## config.mk

```make
export PLATFORM = sky130hd
export DESIGN_NAME = mem_port_arbiter
export DESIGN_NICKNAME = d
export VERILOG_FILES = /design/src/rtl/mem_arb_pkg.sv /design/src/rtl/mem_arb_wait_cnt.sv /design/src/rtl/mem_port_arbiter.sv
export SDC_FILE = /design/constraint.sdc
export NUM_CORES = 1
export LEC_CHECK = 0
export BUFFER_PORTS_ARGS = -buffer_cell sky130_fd_sc_hd__buf_2
export CORE_ASPECT_RATIO = 1.4
export CORE_MARGIN = 5
export CORE_UTILIZATION = 40
export CTS_BUF_LIST = sky130_fd_sc_hd__clkbuf_8
export DETAILED_ROUTE_END_ITERATION = 16
export PLACE_DENSITY = 0.73
export SETUP_SLACK_MARGIN = 0.4
export SLEW_MARGIN = 10
export SYNTH_ARGS = -nofsm -noshare
export SYNTH_HDL_FRONTEND = slang
export SYNTH_SLANG_ARGS = --single-unit
```

## constraint.sdc

```tcl
create_clock -name clk -period 2 [get_ports clk]
set_input_delay 0.2 -clock clk [delete_from_list [all_inputs] [get_ports clk]]
set_output_delay 0.2 -clock clk [all_outputs]
set_load 0.01 [all_outputs]
```

## src/rtl/mem_arb_pkg.sv

```systemverilog
// Shared types and constants for the SRAM port arbiter: FSM states, the
// MEM-stage control encoding and which requester owns the current access.
package mem_arb_pkg;

    typedef enum logic [2:0] {
        ST_IDLE,
        ST_RD,
        ST_WR_SETUP,
        ST_WR_PULSE,
        ST_WR_HOLD,
        ST_DONE
    } arb_state_e;

    typedef enum logic {
        PORT_IF,
        PORT_ME
    } port_sel_e;

    localparam logic [1:0] MEMCTL_NONE  = 2'b00;
    localparam logic [1:0] MEMCTL_READ  = 2'b01;
    localparam logic [1:0] MEMCTL_WRITE = 2'b10;
    localparam logic [1:0] MEMCTL_RSVD  = 2'b11;

    // The reserved code is not a request: it neither starts an access nor stalls.
    function automatic logic is_me_req(input logic [1:0] ctrl);
        return (ctrl != MEMCTL_NONE) && (ctrl != MEMCTL_RSVD);
    endfunction

endpackage

```

## src/rtl/mem_arb_wait_cnt.sv

```systemverilog
// 3-bit loadable down-counter that times SRAM strobe widths; zero_o flags
// that the current strobe phase has run its full length.
module mem_arb_wait_cnt (
    input  logic       clk_i,
    input  logic       rst_i,
    input  logic       load_i,
    input  logic [2:0] load_val_i,
    input  logic       dec_i,
    output logic       zero_o
);

    logic [2:0] cnt_q;

    always_ff @(posedge clk_i) begin
        if (rst_i) begin
            cnt_q <= 3'd0;
        end else if (load_i) begin
            cnt_q <= load_val_i;
        end else if (dec_i && (cnt_q != 3'd0)) begin
            cnt_q <= cnt_q - 3'd1;
        end
    end

    assign zero_o = (cnt_q == 3'd0);

endmodule

```

## src/rtl/mem_port_arbiter.sv

```systemverilog
// Shares one asynchronous SRAM between the fetch port and the MEM-stage data
// port; data wins arbitration. Define MEM_ARB_FETCH_BUF_EN for a one-entry fetch buffer.
module mem_port_arbiter
    import mem_arb_pkg::*;
#(
    parameter int ADDR_W      = 16,
    parameter int DATA_W      = 16,
    parameter int WAIT_CYCLES = 1
) (
    input  logic              clk,
    input  logic              rst,
    input  logic              if_req,
    input  logic [ADDR_W-1:0] if_addr,
    output logic [DATA_W-1:0] if_rdata,
    output logic              if_ready,
    input  logic [1:0]        me_ctrl,
    input  logic [ADDR_W-1:0] me_addr,
    input  logic [DATA_W-1:0] me_wdata,
    output logic [DATA_W-1:0] me_rdata,
    output logic              me_ready,
    output logic              stall,
    output logic [ADDR_W-1:0] sram_addr,
    output logic [DATA_W-1:0] sram_dq_o,
    output logic              sram_dq_oe,
    input  logic [DATA_W-1:0] sram_dq_i,
    output logic              sram_ce_n,
    output logic              sram_oe_n,
    output logic              sram_we_n
);

    localparam logic [2:0] WAIT_LD = 3'(WAIT_CYCLES);

    arb_state_e        state_q;
    port_sel_e         sel_q;
    logic [ADDR_W-1:0] addr_q;
    logic [DATA_W-1:0] dq_o_q;
    logic              dq_oe_q;
    logic              ce_n_q;
    logic              oe_n_q;
    logic              we_n_q;
    logic [DATA_W-1:0] if_rdata_q;
    logic [DATA_W-1:0] me_rdata_q;
    logic              if_ready_q;
    logic              me_ready_q;

    logic              me_req;
    logic              cnt_load;
    logic              cnt_dec;
    logic              cnt_zero;
    logic              fb_hit;
    logic [DATA_W-1:0] fb_data;

    assign me_req = is_me_req(me_ctrl);

    // Reload in IDLE for the read strobe and in WR_SETUP for the write pulse.
    assign cnt_load = (state_q == ST_IDLE) || (state_q == ST_WR_SETUP);
    assign cnt_dec  = ((state_q == ST_RD) || (state_q == ST_WR_PULSE)) && !cnt_zero;

    mem_arb_wait_cnt u_wait_cnt (
        .clk_i      (clk),
        .rst_i      (rst),
        .load_i     (cnt_load),
        .load_val_i (WAIT_LD),
        .dec_i      (cnt_dec),
        .zero_o     (cnt_zero)
    );

`ifdef MEM_ARB_FETCH_BUF_EN
    logic              fb_valid_q;
    logic [ADDR_W-1:0] fb_addr_q;
    logic [DATA_W-1:0] fb_data_q;

    assign fb_hit  = fb_valid_q && (fb_addr_q == if_addr);
    assign fb_data = fb_data_q;

    always_ff @(posedge clk) begin
        if (rst) begin
            fb_valid_q <= 1'b0;
            fb_addr_q  <= '0;
            fb_data_q  <= '0;
        end else if ((state_q == ST_RD) && cnt_zero && (sel_q == PORT_IF)) begin
            fb_valid_q <= 1'b1;
            fb_addr_q  <= addr_q;
            fb_data_q  <= sram_dq_i;
        end else if ((state_q == ST_IDLE) && (me_ctrl == MEMCTL_WRITE) && (me_addr == fb_addr_q)) begin
            fb_valid_q <= 1'b0;
        end
    end
`else
    assign fb_hit  = 1'b0;
    assign fb_data = '0;
`endif

    always_ff @(posedge clk) begin
        if (rst) begin
            state_q    <= ST_IDLE;
            sel_q      <= PORT_IF;
            addr_q     <= '0;
            dq_o_q     <= '0;
            dq_oe_q    <= 1'b0;
            ce_n_q     <= 1'b1;
            oe_n_q     <= 1'b1;
            we_n_q     <= 1'b1;
            if_rdata_q <= '0;
            me_rdata_q <= '0;
            if_ready_q <= 1'b0;
            me_ready_q <= 1'b0;
        end else begin
            if_ready_q <= 1'b0;
            me_ready_q <= 1'b0;
            case (state_q)
                ST_IDLE: begin
                    if (me_req) begin
                        sel_q  <= PORT_ME;
                        addr_q <= me_addr;
                        ce_n_q <= 1'b0;
                        if (me_ctrl == MEMCTL_WRITE) begin
                            state_q <= ST_WR_SETUP;
                            dq_o_q  <= me_wdata;
                            dq_oe_q <= 1'b1;
                        end else begin
                            state_q <= ST_RD;
                            oe_n_q  <= 1'b0;
                        end
                    end else if (if_req && fb_hit) begin
                        state_q    <= ST_DONE;
                        if_rdata_q <= fb_data;
                        if_ready_q <= 1'b1;
                    end else if (if_req) begin
                        state_q <= ST_RD;
                        sel_q   <= PORT_IF;
                        addr_q  <= if_addr;
                        ce_n_q  <= 1'b0;
                        oe_n_q  <= 1'b0;
                    end
                end
                ST_RD: begin
                    if (cnt_zero) begin
                        state_q <= ST_DONE;
                        ce_n_q  <= 1'b1;
                        oe_n_q  <= 1'b1;
                        if (sel_q == PORT_IF) begin
                            if_rdata_q <= sram_dq_i;
                            if_ready_q <= 1'b1;
                        end else begin
                            me_rdata_q <= sram_dq_i;
                            me_ready_q <= 1'b1;
                        end
                    end
                end
                ST_WR_SETUP: begin
                    state_q <= ST_WR_PULSE;
                    we_n_q  <= 1'b0;
                end
                ST_WR_PULSE: begin
                    if (cnt_zero) begin
                        state_q <= ST_WR_HOLD;
                        we_n_q  <= 1'b1;
                    end
                end
                ST_WR_HOLD: begin
                    state_q    <= ST_DONE;
                    ce_n_q     <= 1'b1;
                    dq_oe_q    <= 1'b0;
                    me_ready_q <= 1'b1;
                end
                ST_DONE: state_q <= ST_IDLE;
                default: state_q <= ST_IDLE;
            endcase
        end
    end

    assign stall      = (if_req && !if_ready_q) || (me_req && !me_ready_q);
    assign if_rdata   = if_rdata_q;
    assign if_ready   = if_ready_q;
    assign me_rdata   = me_rdata_q;
    assign me_ready   = me_ready_q;
    assign sram_addr  = addr_q;
    assign sram_dq_o  = dq_o_q;
    assign sram_dq_oe = dq_oe_q;
    assign sram_ce_n  = ce_n_q;
    assign sram_oe_n  = oe_n_q;
    assign sram_we_n  = we_n_q;

endmodule

```

==> run metrics <==
die extent in x=between 80 and 90 um; DR vias/cell=5.08; EDFF count, synth=0; First-pass DRT Iterations=5; Slew Limit Fails=0; fin nets=about 550; top routing layer in use=met4; Ys Warns=0; via count of the first global-routing pass=just under 3000; crit path DAT=1.75 ns; hold buffer count at CTS=0; share of cells above drive strength 1=a little under two fifths; total die area=between 0.01 and 0.015 mm2; post-route setup TNS=0 ns; Synth Instances=roughly 350; RSZ-0062 raised after global routing=no; Diodes inserted=0; Worst Hold Launch=sram_dq_i[6]; number of setup violations in the final report=0; met3 wire len=737 um; Final Hold Fails=0; Seq/Total Area, Yosys=between 40 and 50%; CP Cell Sequence=inv_1 > ha_1 > and3b_2 > nand3_2 > clkbuf_16 > mux2i_1; crit path kind=flip-flop to flip-flop; crit path capture type=flip-flop; leading post-synthesis cells by cell area=dfxtp_1, mux2i_1, nand2_1; largest net degree at the start of global routing=28; IO buf count=between 100 and 150; Required @ worst endpoint=2.23 ns; Final Cycle Share=76.2%; worst setup margin=approximately 0.48 ns; Worst-Skew Late Latency=0.34 ns; Place WS=about 0.34 ns; Tot GR Track Use=16.6%; Post-Route WL=approximately 8.5 mm; Hold WC Path Type=input pin to flip-flop; RD Place Congestion=~0.78; TritonCTS clock tree=yes; met2 WL=around 4.2 mm; GR Overflow Total=0; crit-path max FO=8; first-pass GRT wire length=13.5 mm; Area Growth Syn to Fin=31.7%; Worst Setup SP=u_wait_cnt.cnt_q[0]; post-synthesis cell type count=38; vias=2981; DRT iter0 DRCs=~150; pwr dens=roughly 930 mW/mm2; reg2reg start=u_wait_cnt.cnt_q[0]; Final ANT Viol Nets=0; clock sinks=77; Root Buffer=clkbuf_8; Site Rows=39; synthesized net count=420; maximum clock insertion buffer count=2; Critical Path Max Stage Delay=around 0.32 ns; CTS H-tree depth=3; Initial Util=40.5%; Clk pin slew, worst setup/hold paths=0.09 ns; Max-cap violations=0; Post-Syn Area=about 0.0033 mm2; Synth area leader=dfxtp_1; Yosys top cell area share=between 40 and 50%; most frequent cells after synthesis=dfxtp_1, nand2_1, mux2i_1; # DRC=0; M1 wire length=~3.5 mm; #FFs+latches synth=77; Chip Height=between 100 and 150 um; Leak=slightly above 2 nW; mean post-synth cell area=around 9.5 um2; CTS Buf Count=9; WL/cell=14.5 um; hpwl dp=between 6 and 7 mm; actual slew at the worst max-slew pin=between 0.5 and 0.6 ns; # IOs=140; status=finished, final reports clean; initial antenna violation count=0; Slowest-stage cell, CP=dfxtp_1; Post-synth ARST share=0%; total core area=approximately 0.008 mm2; Max Fclk=about 660 MHz; maximum clock skew at final layout=~0.011 ns; Critical Path Source Type=flip-flop; count leader, synth=dfxtp_1; relative slew slack=between 60% and 70%; min cycle time layout=about 1.5 ns; ys flop type=dfxtp_1; maximum vdd ir drop=~0.43 mV
==> stage by stage <==
stage	instance area, um2	cells	hold slack [ns]	util [%]	power [mW]
2_1_floorplan	3280	347	0.362	-	2.41
3_3_place_gp	4030	569	0.441	49.8	2.70
3_5_place_dp	4030	569	0.449	49.8	2.73
4_1_cts	4280	586	0.102	52.8	4.05
5_1_grt	4320	587	0.120	53.4	4.24
6_report	4320	587	0.119	53.4	4.01
==> power breakdown <==
group	internal [mW]	total (mW)	switching, mW
logic	0.422	0.938	0.516
registers	1.69	1.79	0.102
clock network	0.709	1.29	0.576
total	2.82	4.01	1.20
==> state kept, by name, indices dropped and copies added (netlist names) <==
| register | cells |
|---|---|
| state_q | 3 |
| sram_we_n | 1 |
| sram_oe_n | 1 |
| me_ready | 1 |
| sel_q | 1 |
| me_rdata | 16 |
| if_rdata | 16 |
| if_ready | 1 |
| u_wait_cnt.cnt_q | 3 |
| sram_dq_oe | 1 |
| sram_ce_n | 1 |
| sram_dq_o | 16 |
| sram_addr | 16 |
==> cells in the final DEF (no fill, tap or decap), types with 2 or more instances in the layout <==
cell / netlist / final
nor2b_1: 2 / 2
nor2_1: 3 / 3
clkbuf_8: 0 / 9
nand2_1: 54 / 54
ha_1: 4 / 4
buf_4: 4 / 11
a21oi_1: 37 / 37
clkinvlp_4: 0 / 2
inv_1: 7 / 7
nor3_4: 2 / 2
a211oi_1: 17 / 17
buf_2: 7 / 139
nor3_1: 3 / 3
buf_12: 1 / 2
inv_6: 0 / 2
o211ai_1: 2 / 2
bufinv_16: 0 / 2
dfxtp_1: 77 / 76
nand2b_1: 3 / 3
o21ai_0: 21 / 21
mux2i_1: 48 / 48
nand4b_1: 16 / 16
==> critical path: cells and delay by family, from the launching register on <==
| kind | cells | cell delay, ns |
|---|---|---|
| AND/OR/NAND/NOR | 2 | 0.42 |
| buffers and inverters | 2 | 0.33 |
| flip-flops | 1 | 0.32 |
| adder cells (fa/ha/maj) | 1 | 0.23 |
| multiplexers | 1 | 0.11 |
==> per-layer routing <==
metal | up-vias | track usage, %
li1 | 1494 | -
met5 | - | 0
met2 | 105 | 28.8
met4 | 0 | 5.61
met3 | 7 | 4.83
met1 | 1375 | 19.5
==> cell type report <==
class                           instances  area [um2]
Timing Repair Buffer                  154         858
Clock buffer                            9         124
Clock inverter                          7        97.6
Tap cell                              102         128
Inverter                                8        30.0
Multi-Input combinational cell        230        1540
Sequential cell                        77        1540
Fill cell                             793        3780
==> final timing paths <==
| check | to | slack (ns) | cells past startpoint |
|---|---|---|---|
| hold reg to reg | if_rdata[11] | 0.46 | 2 |
| hold / removal | if_rdata[6] | 0.12 | 3 |
| setup / recovery | me_rdata[11] | 0.48 | 6 |
| setup reg to reg | me_rdata[11] | 0.48 | 6 |
==> logic make-up after synthesis <==
kind of cell / count (synthesis) / share of synthesized area (%)
buffers and inverters: 40 / 6.25
multiplexers: 48 / 14.6
flip-flops: 77 / 46.9
AO/OA/AOI/OAI: 85 / 15.4
AND/OR/NAND/NOR: 93 / 15.3
adder cells (fa/ha/maj): 4 / 1.52
==> repair_timing <==
action,4_1_cts,5_1_grt
gates resized for setup,1,7
gates cloned,0,1
setup endpoints to repair,21,47
buffers inserted,1,0
Note: power is estimated with default switching activity, not from simulation.
